<file path="config.mk">
export PLATFORM = sky130hd
export DESIGN_NAME = pipelined_shifter_flat
export DESIGN_NICKNAME = d
export VERILOG_FILES = /design/src/rtl/pipelined_shifter_if.sv /design/src/rtl/pipelined_shifter.sv /design/src/flat_wrapper.sv
export SDC_FILE = /design/constraint.sdc
export NUM_CORES = 1
export LEC_CHECK = 0
export ABC_AREA = 1
export CAP_MARGIN = 20
export CORE_MARGIN = 4
export CORE_UTILIZATION = 40
export CTS_BUF_LIST = sky130_fd_sc_hd__clkbuf_4
export CTS_CLUSTER_DIAMETER = 200
export DETAILED_ROUTE_END_ITERATION = 8
export SYNTH_ARGS = -nofsm -noshare
export SYNTH_HDL_FRONTEND = slang
export SYNTH_SLANG_ARGS = --single-unit
</file>
<file path="constraint.sdc">
create_clock -name clock -period 1.55 [get_ports clock]
set_input_delay 0.31 -clock clock [delete_from_list [all_inputs] [get_ports clock]]
set_output_delay 0.31 -clock clock [all_outputs]
set_load 0.01 [all_outputs]
</file>
<file path="src/rtl/pipelined_shifter_if.sv">
// pipelined_shifter_if: valid/ready operation bus for the pipelined barrel shifter.
//   master - issues operations and consumes results (execute stage / testbench)
//   slave  - the shifter itself
//   in_valid/in_ready/in_data/in_shamt/in_op/in_tag : operation request
//   out_valid/out_ready/out_data/out_tag            : result return
interface pipelined_shifter_if #(
  parameter int WIDTH = 32,
  parameter int TAG_W = 5
);
  localparam int SHW = $clog2(WIDTH);

  logic             in_valid;
  logic             in_ready;
  logic [WIDTH-1:0] in_data;
  logic [SHW-1:0]   in_shamt;
  logic [2:0]       in_op;
  logic [TAG_W-1:0] in_tag;
  logic             out_valid;
  logic             out_ready;
  logic [WIDTH-1:0] out_data;
  logic [TAG_W-1:0] out_tag;

  modport master (
    output in_valid, in_data, in_shamt, in_op, in_tag, out_ready,
    input  in_ready, out_valid, out_data, out_tag
  );

  modport slave (
    input  in_valid, in_data, in_shamt, in_op, in_tag, out_ready,
    output in_ready, out_valid, out_data, out_tag
  );
endinterface

</file>
<file path="src/rtl/pipelined_shifter.sv">
// pipelined_shifter: elastic barrel shifter, one mux layer per registered stage.
// Supports SLL/SRL/SRA/ROL/ROR plus pass-through ops (101..111). Stage k applies
// a move by 2^k when shamt[k] is set; depth and capacity are log2(WIDTH).
//   clock - rising-edge clock
//   reset - asynchronous active-low reset, clears all stages
//   flush - synchronous discard of all in-flight operations, blocks input
//   io    - operation request / result bus (slave side)
module pipelined_shifter #(
  parameter int WIDTH = 32,
  parameter int TAG_W = 5
) (
  input  logic               clock,
  input  logic               reset,
  input  logic               flush,
  pipelined_shifter_if.slave io
);
  localparam int SHW = $clog2(WIDTH);

  localparam logic [2:0] OP_SLL = 3'b000;
  localparam logic [2:0] OP_SRL = 3'b001;
  localparam logic [2:0] OP_SRA = 3'b010;
  localparam logic [2:0] OP_ROL = 3'b011;
  localparam logic [2:0] OP_ROR = 3'b100;

  logic [SHW-1:0]   vld_p;
  logic [SHW-1:0]   move_p;
  logic [WIDTH-1:0] data_p  [SHW];
  logic [TAG_W-1:0] tag_p   [SHW];
  logic [2:0]       op_p    [SHW];
  logic [SHW-1:0]   shamt_p [SHW];
  logic             sign_p  [SHW];
  logic             accept;

  // One mux layer: optional move by amt. SRA fills from the sign latched at
  // accept, not from the (possibly already shifted) intermediate data.
  function automatic logic [WIDTH-1:0] shift_layer(
    input logic [WIDTH-1:0] d,
    input logic [2:0]       op,
    input logic             sgn,
    input logic             en,
    input int               amt
  );
    logic signed [WIDTH:0] ext;
    ext = $signed({sgn, d}) >>> amt;
    shift_layer = d;
    if (en) begin
      unique case (op)
        OP_SLL:  shift_layer = d << amt;
        OP_SRL:  shift_layer = d >> amt;
        OP_SRA:  shift_layer = ext[WIDTH-1:0];
        OP_ROL:  shift_layer = (d << amt) | (d >> (WIDTH - amt));
        OP_ROR:  shift_layer = (d >> amt) | (d << (WIDTH - amt));
        default: shift_layer = d;
      endcase
    end
  endfunction

  // A stage advances when some stage downstream of it is empty, or the
  // output is being taken; scanning from the tail avoids a self-referencing
  // ready chain.
  always_comb begin
    logic hole;
    move_p = '0;
    hole   = io.out_ready;
    for (int k = SHW - 1; k >= 0; k--) begin
      move_p[k] = vld_p[k] & hole;
      hole      = hole | ~vld_p[k];
    end
  end

  assign io.in_ready  = ~flush & (~vld_p[0] | move_p[0]);
  assign accept       = io.in_valid & io.in_ready;
  assign io.out_valid = vld_p[SHW-1];
  assign io.out_data  = data_p[SHW-1];
  assign io.out_tag   = tag_p[SHW-1];

  always_ff @(posedge clock or negedge reset) begin
    if (!reset) begin
      vld_p <= '0;
      for (int k = 0; k < SHW; k++) begin
        data_p[k]  <= '0;
        tag_p[k]   <= '0;
        op_p[k]    <= '0;
        shamt_p[k] <= '0;
        sign_p[k]  <= 1'b0;
      end
    end else begin
      // ---- stage 0: accept and apply the 1-bit layer ----
      if (accept) begin
        data_p[0]  <= shift_layer(io.in_data, io.in_op, io.in_data[WIDTH-1],
                                  io.in_shamt[0], 1);
        tag_p[0]   <= io.in_tag;
        op_p[0]    <= io.in_op;
        shamt_p[0] <= io.in_shamt;
        sign_p[0]  <= io.in_data[WIDTH-1];
      end
      // ---- stages 1..SHW-1: apply the 2^k layer on advance ----
      for (int k = 1; k < SHW; k++) begin
        if (move_p[k-1]) begin
          data_p[k]  <= shift_layer(data_p[k-1], op_p[k-1], sign_p[k-1],
                                    shamt_p[k-1][k], 1 << k);
          tag_p[k]   <= tag_p[k-1];
          op_p[k]    <= op_p[k-1];
          shamt_p[k] <= shamt_p[k-1];
          sign_p[k]  <= sign_p[k-1];
        end
      end
      if (flush) begin
        vld_p <= '0;
      end else begin
        vld_p[0] <= accept | (vld_p[0] & ~move_p[0]);
        for (int k = 1; k < SHW; k++) begin
          vld_p[k] <= move_p[k-1] | (vld_p[k] & ~move_p[k]);
        end
      end
    end
  end
endmodule

</file>
<file path="src/flat_wrapper.sv">
// flat-port wrapper written by rule: the top's interface ports become plain ports
module pipelined_shifter_flat 
#(
  parameter int WIDTH = 32,
  parameter int TAG_W = 5
)
  (clock, reset, flush, io_in_valid, io_in_data, io_in_shamt, io_in_op, io_in_tag, io_out_ready, io_in_ready, io_out_valid, io_out_data, io_out_tag);
  pipelined_shifter_if #(.WIDTH(WIDTH), .TAG_W(TAG_W)) io_i ();
  input  logic clock;
  input  logic reset;
  input  logic flush;
  input wire logic [$bits(io_i.in_valid)-1:0] io_in_valid;
  input wire logic [$bits(io_i.in_data)-1:0] io_in_data;
  input wire logic [$bits(io_i.in_shamt)-1:0] io_in_shamt;
  input wire logic [$bits(io_i.in_op)-1:0] io_in_op;
  input wire logic [$bits(io_i.in_tag)-1:0] io_in_tag;
  input wire logic [$bits(io_i.out_ready)-1:0] io_out_ready;
  output wire logic [$bits(io_i.in_ready)-1:0] io_in_ready;
  output wire logic [$bits(io_i.out_valid)-1:0] io_out_valid;
  output wire logic [$bits(io_i.out_data)-1:0] io_out_data;
  output wire logic [$bits(io_i.out_tag)-1:0] io_out_tag;
  assign io_i.in_valid = io_in_valid;
  assign io_i.in_data = io_in_data;
  assign io_i.in_shamt = io_in_shamt;
  assign io_i.in_op = io_in_op;
  assign io_i.in_tag = io_in_tag;
  assign io_i.out_ready = io_out_ready;
  assign io_in_ready = io_i.in_ready;
  assign io_out_valid = io_i.out_valid;
  assign io_out_data = io_i.out_data;
  assign io_out_tag = io_i.out_tag;
  pipelined_shifter #(.WIDTH(WIDTH), .TAG_W(TAG_W)) u_core (.clock(clock), .reset(reset), .flush(flush), .io(io_i));
endmodule
</file>
## Yosys cells after proc, flatten, opt, wreduce, memory -nomap -nowiden

Index checks and enable logic that the tools add are counted.

- Memory bits (read-only): 0
- Word-level logic and storage cells: 102
- Output and inout port bits: 39
- Bits in writable memories: 0
- Input bits: 50
- Memories: 0
- Register bits after elaboration: 226
- Bits in latches: 0

- Div/mod/pow operators: 0
- Shift-type cells: 0
- Bitwise gates (word level): 42
- Multiplexer cells: 11
- Add/subtract/negate cells: 0
- Order comparisons: 0
- Reductions and logical operators: 6
- Eq/ne operators: 20
- $mul: 0

Operators by type and width:

| kind | count |
|---|---|
| one-hot mux 32 bit (5 select lines) | 4 |
| two-way mux 32 bit | 5 |
| one-hot mux 32 bit (4 select lines) | 1 |
| OR 24 x 32 -> 32 bit | 1 |
| OR 28 x 32 -> 32 bit | 1 |
| OR 30 x 32 -> 32 bit | 1 |
| OR 31 x 32 -> 32 bit | 1 |
| OR 32 x 1 -> 32 bit | 1 |
| OR 32 x 16 -> 32 bit | 1 |
| OR 32 x 2 -> 32 bit | 1 |
| OR 32 x 4 -> 32 bit | 1 |
| OR 32 x 8 -> 32 bit | 1 |
| == test 3 x 2 -> 1 bit (second input constant) | 10 |
| == test 3 x 1 -> 1 bit (second input constant) | 5 |
| == test 3 bit (second input constant) | 5 |
| logical NOT 3 bit | 5 |
| bitwise AND 1 bit | 12 |
| NOT 1 bit | 11 |
| OR 1 bit | 10 |
| two-way mux 5 bit | 1 |
| OR reduction 2 bit | 1 |

## Longest topological paths before layout

- Depth in word-level cells: 11
- Gate-level depth with buffers: 11
- Mapped depth without buffers: 10

## Worst setup path after synthesis

No wires, ideal clock.

- Path type: register -> register
- Start: reg u_core.op_p[4] (netlist name)
- End: reg u_core.data_p (netlist bit u_core.io.out_data[22])
- Path slack: 0.154 ns
- Clock period less this slack: 1.396 ns
- Library setup time: 0.116 ns
- Required time: 1.434 ns
- Path buffers: 1
- Stages on the path, launching flop included: 10
- Arrival time: 1.279 ns
- Path through: dfrtp_1 nor2_2 inv_2 a21oi_4 inv_4 nor2_4 buf_2 o21ai_0 nand2_1 nand2_1

- Word-level cells in the longest chain between the ends: 4
- Elaborated cells between the ends (all ways): 8
- Those cells by class: eq/ne (4); mux (2); reduce/logical (2)

RTL lines:

| what | line | source |
|---|---|---|
| start, declared | pipelined_shifter.sv:29 | `logic [2:0] op_p [SHW];` |
| start signal, assigned by index | pipelined_shifter.sv:103 | `op_p[k] <= op_p[k-1];` |
| == test 3 x 2 -> 1 bit or == test 3 bit (tied branches) | pipelined_shifter.sv:47 | `unique case (op)` |
| OR reduction 2 bit (no line) | n/a |  |
| one-hot mux 32 bit (4 select lines) (*) | pipelined_shifter.sv:47 |  |
| two-way mux 32 bit (*) | pipelined_shifter.sv:46 | `if (en) begin` |
| end signal, assigned by index | pipelined_shifter.sv:100 | `data_p[k] <= shift_layer(data_p[k-1], op_p[k-1], sign_p[k-1],` |
| end, declared | pipelined_shifter.sv:27 | `logic [WIDTH-1:0] data_p [SHW];` |

Every way passes the cells marked *; elsewhere a longest branch is shown, timed or not.
A chain may end at the register's enable or synchronous reset.

## Final worst setup path

- Start: reg u_core.vld_p[3]
- End: out io_in_ready

- Word-level cells in the longest chain between the ends: 7

RTL lines:

| what | line | source |
|---|---|---|
| start, declared | pipelined_shifter.sv:25 | `logic [SHW-1:0] vld_p;` |
| start signal, assigned by index | pipelined_shifter.sv:113 | `vld_p[k] <= move_p[k-1] \| (vld_p[k] & ~move_p[k]);` |
| NOT 1 bit | pipelined_shifter.sv:67 | `hole = hole \| ~vld_p[k];` |
| OR 1 bit (3 in series) | pipelined_shifter.sv:67 |  |
| bitwise AND 1 bit | pipelined_shifter.sv:66 | `move_p[k] = vld_p[k] & hole;` |
| OR 1 bit | pipelined_shifter.sv:71 | `assign io.in_ready = ~flush & (~vld_p[0] \| move_p[0]);` |
| bitwise AND 1 bit | pipelined_shifter.sv:71 |  |
| end, declared | flat_wrapper.sv:18 | `output wire logic [$bits(io_i.in_ready)-1:0] io_in_ready;` |

Every way passes these cells.

==> impl_results.md <==
* Gpl congestion at 0.8835
* Clk sinks at 216
* Outcome: finished with violations
* Wire per inst at 14.55 µm
* Footprint of the multi-input gates at 5475 µm²
* Area of the die at 32370 µm²
* Worst-case clock buffer depth at 3
* Hold WS at 180.9 ps
* Crit path required time at 1240 ps
* Failing checks: negative setup slack
* Mapped Cells at 1680
* Slew HR at 69.56%
* Clock insertion delay at the later pin of the skew report at 670 ps
* Initial antenna violation count at 1
* Total track usage at 18.81%
* Clock Skew at 36.27 ps
* Reg2Reg Setup Slack at -140 ps
* Final worst-path cycle share at 125.9%
* CTS buffer count at 57
* Post-Syn Area per Cell at 7.038 µm²
* CORE AREA at 28940 µm²
* Int Pwr at 12.84 mW
* Fill cells at 2747
* Io pins at 89
* Sw Share at 36.21%
* Drt first pass iters at 5
* Row cnt at 62
* Area contributors post-synth: dfrtp_1 (46%), nand2_1 (22%), a21oi_1 (6.4%)
* Post-DRT Antenna Nets at 0
* Nets at 1921
* CTS H-tree depth at 2
* Element type at the critical path start: flop
* Synth Net Count at 1730
* CTS clock-pin slew for the worst setup and hold paths at 70 ps
* Worst setup slack after layout at -400.7 ps
* Number of global-route vias before repair at 10600
* Slowest stage delay, CP at 360 ps
* Sw Pwr at 7.290 mW
* Final Power at 20.13 mW
* Max-Cap Viols at 0
* Total wire length at 33440 µm
* Yosys top cell by area: dfrtp_1
* CTS tree: done
* Yosys reg bits at 216
* Placed Area at 13610 µm²
* FF/Latch Area at 5409 µm²
* Cells after DPL at 2128
* Pre-CTS setup slack at -718.4 ps
* Slew Limit Fails at 0
* Final Non-Filler Cells at 2298
* Post-route cell area at 15330 µm²
* IO Port Bufs at 88
* Ys Warns at 0
* Post-synth top area share at 45.71%
* Peak ir drop on the vdd network at 565.8 µV
* Seq pwr share at 41.2%
* Number of DRC markers in iteration 0 at 799
* Final Hold Fails at 0
* Mapped cell area at 11820 µm²
* Finish-stage setup viols at 47
* Crit-path cells: nand3_2 > nor2_4 > nand3_4 > nand2_4 > inv_2 > buf_6
* Vias per inst at 4.924
* Layout cell share with drive strength beyond 1 at 19.50%
* Post-DP HPWL at 22130 µm
* Die width at 179.9 µm
* Power density cells at 1313 nW/µm²
* Vias at 11320
* Clk network pwr share at 24.7%
* Gate power share at 34.1%
* Die height at 179.9 µm
* Setup Total Neg Slack at -4250 ps
* Number of remaining DRC errors at 0
* Synth unique cells at 26
* Final min period at 1951 ps
* Leakage at 7.674 nW
* Largest net degree at the start of global routing at 63
* Finished Core Util at 53.00%
* Area Growth Syn to Fin at 29.69%
* Worst Path Max Fanout at 3
* Clock tree root driver cell: clkbuf_4
* First-pass GRT wire length at 52200 µm
* Worst-Margin Slew at 456.7 ps
* RSZ-0062 raised after global routing: yes
* Worst hold path type: input port to asynchronous set/reset pin
* Total congestion overflow at 0
* Slowest CP cell: dfrtp_1
* Register area share after synthesis at 45.71%
* FMAX at 512.6 MHz
* Reg2Reg Depth at 10
* CP Class: flop to output port
* Initial Util at 40.86%
* Data arrival time of the critical path at 1640 ps
* Critical path capture point type: output port
Yosys cell counts:
cell	count
a21oi_1	151
a21oi_4	1
buf_1	2
buf_2	49
buf_4	41
clkbuf_1	31
clkbuf_8	3
dfrtp_1	216
inv_1	120
inv_2	8
inv_4	1
nand2_1	696
nand2_2	2
nand3_1	79
nand3_2	1
nand4_1	2
nor2_1	94
nor2_2	2
nor2_4	1
nor3_1	3
o211ai_1	32
o21ai_0	109
o21ai_1	5
o21ai_2	1
or2_0	28
or2_2	2
layout make-up:
class                      count  share of cell area (%)
timing repair buffer         258                   17.78
sequential                   216                   35.27
multi-input combinational   1209                   35.70
inverter                     129                   3.305
clock inverter                23                  0.9710
antenna                        1                 0.01632
clock buffer                  78                   3.819
tap                          384                   3.133
flip-flops by register name, indices dropped and copies added (netlist names):
signal / flops
u_core.data_p: 128
u_core.io.out_data: 32
u_core.io.out_tag: 5
u_core.op_p: 12
u_core.shamt_p: 10
u_core.sign_p: 4
u_core.tag_p: 20
u_core.vld_p: 5
cells in the final DEF, fill, tap and decap left out, types with 32 or more instances in the layout:
master           instances
o211ai_1                32
buf_12                  35
o21ai_0                 94
nand3_1                 66
clkdlybuf4s50_1         48
clkbuf_4                78
inv_1                  111
buf_2                   33
nor2_1                  90
dfrtp_1                213
buf_4                  110
a21oi_1                145
nand2_1                675
path summary, 6_finish.rpt:
path	end	from
max in group asynchronous	u_core.data_p[101]$_DFFE_PN0P_	reset
min in group clock	u_core.tag_p[21]$_DFFE_PN0P_	io_in_tag[1]
hold / removal	u_core.data_p[37]$_DFFE_PN0N_	reset
setup / recovery	io_in_ready	u_core.vld_p[3]$_DFF_PN0_
setup reg to reg	u_core.sign_p[4]$_DFFE_PN0P_	u_core.vld_p[3]$_DFF_PN0_
hold reg to reg	u_core.io.out_tag[4]$_DFFE_PN0P_	u_core.tag_p[9]$_DFFE_PN0N_
power groups by stage:
stage	logic, mW	clock network [mW]	registers [mW]
3_5_place_dp	5.83	0	8.34
2_1_floorplan	4.05	0	7.90
4_1_cts	5.84	5.20	8.22
3_3_place_gp	5.74	0	8.30
5_1_grt	7.68	5.49	8.46
6_report	6.86	4.97	8.30
kinds of logic (layout without fill, tap and decap cells):
kind of cell	count (synthesis)	after routing	synth area share [%]
other	0	1	0
AND/OR/NAND/NOR	910	910	30.63
buffers and inverters	255	488	10.19
flip-flops	216	216	45.71
AO/OA/AOI/OAI	299	299	13.46
worst max-delay path: cells and delay by family (launching register included):
family / cells / cell delay (ps)
DFF: 1 / 360
buffers and inverters: 2 / 150
and+or+nand+nor: 4 / 500
routing by layer:
| layer | wire length, µm | global-route usage [%] | up-vias | share of wire [%] |
|---|---|---|---|---|
| li1 | - | - | 5708 | - |
| met1 | 14560 | 25.02 | 5191 | 44 |
| met2 | 15980 | 30.78 | 344 | 48 |
| met3 | 1841 | 3.395 | 72 | 5.5 |
| met4 | 1061 | 7.162 | 0 | 3.2 |
| met5 | 0 | 0 | - | 0 |
what timing repair did:
item,4_1_cts,5_1_grt
gates resized for setup,165,117
buffers inserted,26,27
pin swaps,4,35
endpoints found under the setup margin,46,162
gates cloned,0,16
hold buffers,1,0
hold endpoints to repair,208,0
No activity file was read; power rests on OpenSTA's default activity.
